`src/rtl/cmos_arb_pkg.sv`:
```
// Shared types and counter widths for the tristate bus arbiter.
// Counter widths cover the largest legal GUARD_CYC (15) and MAX_HOLD (255).
package cmos_arb_pkg;

  typedef enum logic [1:0] {
    ST_IDLE    = 2'd0,
    ST_GUARD   = 2'd1,
    ST_DRIVE   = 2'd2,
    ST_RELEASE = 2'd3
  } arb_state_t;

  localparam int HOLD_W  = 8;
  localparam int GUARD_W = 4;
  localparam int MAX_REQ = 8;

  // Index of the set bit in a one-hot vector; zero for an all-zero vector.
  function automatic logic [2:0] onehot_idx(input logic [MAX_REQ-1:0] v);
    logic [2:0] idx;
    idx = '0;
    for (int i = 0; i < MAX_REQ; i++) begin
      if (v[i]) idx = 3'(i);
    end
    return idx;
  endfunction

endpackage

```
`src/rtl/rr_picker.sv`:
```
// Combinational round-robin picker: first set req bit searching upward
// from the requester after last_owner, wrapping around.
module rr_picker #(
  parameter int N_REQ = 4,
  parameter int OW    = $clog2(N_REQ)
) (
  input  logic [N_REQ-1:0] req,
  input  logic [OW-1:0]    last_owner,
  output logic [N_REQ-1:0] winner,
  output logic             valid
);

  always_comb begin
    logic [OW-1:0] pos;
    logic          found;
    winner = '0;
    found  = 1'b0;
    pos    = '0;
    for (int i = 1; i <= N_REQ; i++) begin
      pos = OW'((int'(last_owner) + i) % N_REQ);
      if (!found && req[pos]) begin
        winner[pos] = 1'b1;
        found       = 1'b1;
      end
    end
  end

  assign valid = |req;

endmodule

```
`src/rtl/cmos_bus_arbiter.sv`:
```
// Arbiter for one tristate wire shared by N_REQ CMOS drivers, with
// guard dead time around every drive window and a per-grant hold limit.
//
// state      | meaning
// -----------+---------------------------------------------------------
// ST_IDLE    | no owner, all drivers off, waiting for any request
// ST_GUARD   | owner chosen, drivers still off for GUARD_CYC cycles
// ST_DRIVE   | owner's driver pair enabled, hold counter running
// ST_RELEASE | owner kept, drivers off for GUARD_CYC cycles, then IDLE
module cmos_bus_arbiter
  import cmos_arb_pkg::*;
#(
  parameter int N_REQ     = 4,
  parameter int GUARD_CYC = 1,
  parameter int MAX_HOLD  = 16
) (
  input  logic             clk,
  input  logic             rst_n,
  input  logic [N_REQ-1:0] req,
  output logic [N_REQ-1:0] gnt,
  output logic [N_REQ-1:0] drv_en,
  output logic             busy,
  output logic             timeout
);

  localparam int OW = $clog2(N_REQ);
  localparam logic [GUARD_W-1:0] GUARD_LOAD = GUARD_W'(GUARD_CYC - 1);
  localparam logic [HOLD_W-1:0]  HOLD_MAX   = HOLD_W'(MAX_HOLD);

  arb_state_t         state;
  logic [HOLD_W-1:0]  hold_cnt;
  logic [GUARD_W-1:0] guard_cnt;
  logic [OW-1:0]      last_owner;
  logic [N_REQ-1:0]   pick;
  logic               pick_valid;
  logic               owner_req;

  rr_picker #(.N_REQ(N_REQ), .OW(OW)) u_picker (
    .req        (req),
    .last_owner (last_owner),
    .winner     (pick),
    .valid      (pick_valid)
  );

  assign owner_req = |(req & gnt);

  always_ff @(posedge clk) begin
    if (!rst_n) begin
      state      <= ST_IDLE;
      gnt        <= '0;
      drv_en     <= '0;
      busy       <= 1'b0;
      timeout    <= 1'b0;
      hold_cnt   <= '0;
      guard_cnt  <= '0;
      last_owner <= OW'(N_REQ - 1);
    end else begin
      timeout <= 1'b0;
      case (state)
        ST_IDLE: begin
          if (pick_valid) begin
            gnt       <= pick;
            busy      <= 1'b1;
            guard_cnt <= GUARD_LOAD;
            state     <= ST_GUARD;
          end
        end
        ST_GUARD: begin
          // A withdrawn request skips the drive window entirely.
          if (!owner_req) begin
            guard_cnt <= GUARD_LOAD;
            state     <= ST_RELEASE;
          end else if (guard_cnt == '0) begin
            drv_en   <= gnt;
            hold_cnt <= HOLD_W'(1);
            state    <= ST_DRIVE;
          end else begin
            guard_cnt <= guard_cnt - 1'b1;
          end
        end
        ST_DRIVE: begin
          if (!owner_req || hold_cnt == HOLD_MAX) begin
            drv_en    <= '0;
            hold_cnt  <= '0;
            guard_cnt <= GUARD_LOAD;
            // Only a forced release while the owner still wants the bus.
            timeout   <= owner_req;
            state     <= ST_RELEASE;
          end else begin
            hold_cnt <= hold_cnt + 1'b1;
          end
        end
        ST_RELEASE: begin
          if (guard_cnt == '0) begin
            last_owner <= OW'(onehot_idx(MAX_REQ'(gnt)));
            gnt        <= '0;
            busy       <= 1'b0;
            state      <= ST_IDLE;
          end else begin
            guard_cnt <= guard_cnt - 1'b1;
          end
        end
        default: begin
          gnt    <= '0;
          drv_en <= '0;
          busy   <= 1'b0;
          state  <= ST_IDLE;
        end
      endcase
    end
  end

endmodule

```
`config.mk`:
```
export PLATFORM = sky130hd
export DESIGN_NAME = cmos_bus_arbiter
export DESIGN_NICKNAME = d
export VERILOG_FILES = /design/src/rtl/cmos_arb_pkg.sv /design/src/rtl/rr_picker.sv /design/src/rtl/cmos_bus_arbiter.sv
export SDC_FILE = /design/constraint.sdc
export NUM_CORES = 1
export LEC_CHECK = 0
export CORE_ASPECT_RATIO = 1.2
export CORE_MARGIN = 4
export CORE_UTILIZATION = 35
export CTS_BUF_LIST = sky130_fd_sc_hd__clkbuf_4 sky130_fd_sc_hd__clkbuf_8
export CTS_CLUSTER_SIZE = 24
export DETAILED_ROUTE_END_ITERATION = 8
export GPL_TIMING_DRIVEN = 0
export PLACE_DENSITY = 0.62
export SLEW_MARGIN = 20
export SYNTH_ARGS = -nofsm -noshare
export SYNTH_HDL_FRONTEND = slang
export SYNTH_SLANG_ARGS = --single-unit
export TNS_END_PERCENT = 20
```
`constraint.sdc`:
```
create_clock -name clk -period 2.9 [get_ports clk]
set_clock_uncertainty 0.1 [all_clocks]
set_input_delay 0.29 -clock clk [delete_from_list [all_inputs] [get_ports clk]]
set_output_delay 0.29 -clock clk [all_outputs]
set_load 0.005 [all_outputs]
```
==> qor.log <==
qor: logic_synthesis.synth.ff_latch_count 26
qor: clock_tree.htree_levels 1
qor: sta.worst-slew-pin-transition 0.7814 ns
qor: sta.fmax 368.6 MHz
qor: power_and_ir_drop.switching_share 38.86%
qor: grt.global_route.overflow_total 0
qor: logic_synthesis.ys.warnings.count 0
qor: sta.tns 0 ns
qor: sta.setup_viol_count_final 0
qor: worst_setup_path.cp-start-kind flip-flop
qor: worst_setup_path.biggest_fanout_along_the_worst_timing_path 10
qor: placed_design.io_buffer_count 11
qor: grt.grt_start_max_net_pins 15
qor: sta.timing.final.max_slew_violations 0
qor: route.wl_per_cell 13.80 um
qor: logic_synthesis.synth.largest_area_cell sky130_fd_sc_hd__dfxtp_1
qor: route.drtAntennaViolNets 0
qor: logic_synthesis.post_synth_inst_count 212
qor: worst_setup_path.worstPathCellList clkbuf_2 > inv_1 > ha_1 > mux2_2 > o21ai_0 > o211ai_1 > a31oi_1 > a221o_1
qor: clock_tree.root_buffer sky130_fd_sc_hd__clkbuf_8
qor: clock_tree.cts_inserted_buffers 3
qor: placed_design.hpwl 2993 um
qor: grt.first_global_vias 1470
qor: route.via_density 5.334
qor: floorplan.rows 28
qor: power_and_ir_drop.power.share.clock 18.0%
qor: power_and_ir_drop.max-vdd-ir-drop 264.2 uV
qor: clock_tree.clockBufferDepth 2
qor: power_and_ir_drop.p_leak 0.7961 nW
qor: power_and_ir_drop.power.internal 0.0007865 W
qor: logic_synthesis.synth_top_family_by_area compound AO/OA/AOI/OAI gates
qor: power_and_ir_drop.power.density_cell_area 639.4 mW/mm2
qor: cells_and_area.multi_input_area 0.001144 mm2
qor: logic_synthesis.post_synth_and_or_nand_nor_area_fraction 23.13%
qor: worst_setup_path.endpoint_kind flip-flop
qor: cells_and_area.filler_cell_count 487
qor: route.first_pass_iters 4
qor: worst_setup_path.critPathArrivalTime 2.83 ns
qor: sta.rsz_0062_raised_after_global_routing no
qor: worst_setup_path.reg2reg_setup_slack 0.19 ns
qor: power_and_ir_drop.power.total 0.001286 W
qor: clock_tree.tritoncts_clock_tree built
qor: route.dr_total_vias 1531
qor: floorplan.i_o_pins 16
qor: logic_synthesis.post_synth_main_area_contributors sky130_fd_sc_hd__dfxtp_1, sky130_fd_sc_hd__ha_1, sky130_fd_sc_hd__nand2_1, sky130_fd_sc_hd__a21oi_1, sky130_fd_sc_hd__inv_1
qor: clock_tree.clock_latency 0.26 ns
qor: worst_setup_path.path_class reg -> reg
qor: logic_synthesis.synth.cell_area 0.001769 mm2
qor: floorplan.dieHeight 85.88 um
qor: logic_synthesis.seq_area_frac_synth 29.42%
qor: cells_and_area.area.sequential 520.5 um2
qor: route.detailedRoute.firstIterationViolations 40
qor: grt.antenna_violations_before_repair 0
qor: cells_and_area.post_route_cells_drive_above_1_share 11.89%
qor: worst_setup_path.r2r_cells 8
qor: logic_synthesis.synth.net_count 233
qor: worst_setup_path.crit_path_max_incr_delay 0.48 ns
qor: logic_synthesis.post_synth_num_cell_types 48
qor: route.route.detailed.drc 0
qor: placed_design.gpl.final_weighted_congestion 0.7980
qor: run.drv_cap 0
qor: hold_path.worst_min_path_class reg -> reg
qor: logic_synthesis.synth_compound_gate_area_share 27.30%
qor: logic_synthesis.synth.top_cell.area_share 29.42%
qor: logic_synthesis.synth_mux_area_share 3.607%
qor: cells_and_area.finish.net_count 249
qor: sta.finalCriticalPeriod 2.713 ns
qor: clock_tree.clkSinkCount 26
qor: worst_setup_path.worst_path_max_delay_cell sky130_fd_sc_hd__dfxtp_1
qor: floorplan.fp.coreArea 0.004905 mm2
qor: logic_synthesis.synth-xor-area-share 0%
qor: power_and_ir_drop.switching_power 0.0004999 W
qor: hold_path.worst_hold_path.num_cells 1
qor: floorplan.start_util 36.07%
qor: sta.timing.final.crit_share 93.55%
qor: grt.grt_first_pass_wirelength 6844 um
qor: route.postRouteWirelength 3962 um
qor: worst_setup_path.worst-endpoint-required 3.01 ns
qor: logic_synthesis.post_synth_fa_ha_maj_area_fraction 10.61%
qor: power_and_ir_drop.pwr-share-seq 36.8%
qor: sta.relSlewSlack 47.79%
qor: cells_and_area.antennaDiodeCount 0
qor: clock_tree.clkTransAtPathRegs 0.09 ns
qor: cells_and_area.flow.area_growth_from_synthesis 13.72%
qor: outcome.run_status complete, no violations
qor: floorplan.die_area 0.006261 mm2
qor: sta.finalHoldViolCount 0
qor: logic_synthesis.synthesis.area_per_instance 8.345 um2
qor: floorplan.dieWidth 72.90 um
qor: grt.globalRouteTotalUtil 13.21%
qor: power_and_ir_drop.combPwrFrac 45.2%
==> cell usage in the layout, fill, tap and decap left out, types with 3 or more instances in the layout <==
cell,instances
sky130_fd_sc_hd__inv_1,14
sky130_fd_sc_hd__a31oi_1,5
sky130_fd_sc_hd__a221o_1,4
sky130_fd_sc_hd__a21oi_1,15
sky130_fd_sc_hd__nand2_1,27
sky130_fd_sc_hd__mux2i_1,3
sky130_fd_sc_hd__nor3_1,4
sky130_fd_sc_hd__nor2_1,8
sky130_fd_sc_hd__ha_1,15
sky130_fd_sc_hd__o22ai_1,6
sky130_fd_sc_hd__o211ai_1,5
sky130_fd_sc_hd__clkbuf_8,4
sky130_fd_sc_hd__clkbuf_2,3
sky130_fd_sc_hd__o21ai_0,9
sky130_fd_sc_hd__nor3b_1,5
sky130_fd_sc_hd__nand3b_1,3
sky130_fd_sc_hd__mux2_2,3
sky130_fd_sc_hd__nand2b_1,4
sky130_fd_sc_hd__dfxtp_1,26
sky130_fd_sc_hd__clkbuf_1,3
sky130_fd_sc_hd__clkdlybuf4s50_1,11
sky130_fd_sc_hd__nand3_1,6
sky130_fd_sc_hd__a22o_1,4
sky130_fd_sc_hd__or3_1,5
sky130_fd_sc_hd__o32ai_1,3
==> sequential cells by signal (all words and copies together), names as in the netlist <==
signal	flops
state	2
hold_cnt	8
timeout	1
busy	1
last_owner	2
guard_cnt	4
drv_en	4
gnt	4
==> worst max-delay path, delay by kind of cell, from the launching register on <==
family                     cells  cell delay [ns]
AOI/OAI and AO/OA              4             0.88
buffers and inverters          2             0.42
DFF                            1             0.48
adders and majority gates      1             0.40
muxes                          1             0.36
==> worst paths after layout <==
kind | from | endpoint
setup / recovery | last_owner[0] | gnt[0]
setup reg to reg | last_owner[0] | gnt[0]
hold / removal | drv_en[2] | drv_en[2]
hold reg to reg | drv_en[2] | drv_en[2]
==> per-stage QoR <==
stage / cells / setup WS (ns) / hold slack, ns / area, um2 / utilization [%]
floorplan: 212 / 0.4861 / 0.3524 / 1769 / -
global placement: 283 / 0.06433 / 0.3692 / 1954 / 39.85
detailed placement: 283 / 0.06403 / 0.3698 / 1954 / 39.85
CTS: 287 / 0.03745 / 0.3914 / 2009 / 40.97
global route: 287 / 0.02076 / 0.4170 / 2012 / 41.02
finish: 287 / 0.1870 / 0.3875 / 2012 / 41.02
==> cell usage after synthesis (all sizes together) <==
| library cell | count |
|---|---|
| a211oi | 2 |
| a21o | 3 |
| a21oi | 15 |
| a221o | 4 |
| a221oi | 1 |
| a22o | 4 |
| a22oi | 2 |
| a31o | 1 |
| a31oi | 5 |
| and3b | 2 |
| buf | 4 |
| clkbuf | 6 |
| dfxtp | 26 |
| ha | 15 |
| inv | 14 |
| mux2 | 3 |
| mux2i | 3 |
| nand2 | 27 |
| nand2b | 5 |
| nand3 | 6 |
| nand3b | 3 |
| nand4bb | 1 |
| nor2 | 9 |
| nor3 | 4 |
| nor3b | 5 |
| nor4 | 2 |
| o211a | 2 |
| o211ai | 5 |
| o21a | 2 |
| o21ai | 10 |
| o21bai | 1 |
| o221a | 1 |
| o22ai | 6 |
| o32ai | 4 |
| or2 | 2 |
| or3 | 6 |
| or4 | 1 |
==> area by class of cell <==
cell class / instances / area share, %
tap: 60 / 3.731
buffer: 10 / 2.736
multi-input combinational: 162 / 56.84
timing repair buffer: 11 / 5.473
inverter: 14 / 2.612
sequential: 26 / 25.87
clock buffer: 4 / 2.736
==> cell families after synthesis <==
logic type	Yosys count
AO/OA/AOI/OAI	68
adder cells (fa/ha/maj)	15
buffers and inverters	24
flip-flops	26
multiplexers	6
AND/OR/NAND/NOR	73
==> metal layers <==
metal / wire, um / vias up / track usage, %
li1: - / 806 / -
met1: 1951 / 704 / 17.84
met2: 1892 / 19 / 22.17
met3: 90 / 2 / 1.641
met4: 28 / 0 / 3.188
met5: 0 / - / 0
==> timing repair <==
item / in CTS / in global routing
hold buffers: 0 / 0
gates resized for setup: 0 / 4
setup endpoints to repair: 0 / 4
setup buffers: 0 / 0
==> power by group through the flow <==
stage	Clock [W]	Sequential [W]	Combinational, W
3_3_place_gp	0	0.000480	0.000568
5_1_grt	0.000255	0.000483	0.000648
6_report	0.000231	0.000474	0.000582
4_1_cts	0.000239	0.000473	0.000579
2_1_floorplan	0	0.000464	0.000430
3_5_place_dp	0	0.000481	0.000576
Power figures use the tool's default switching activity.
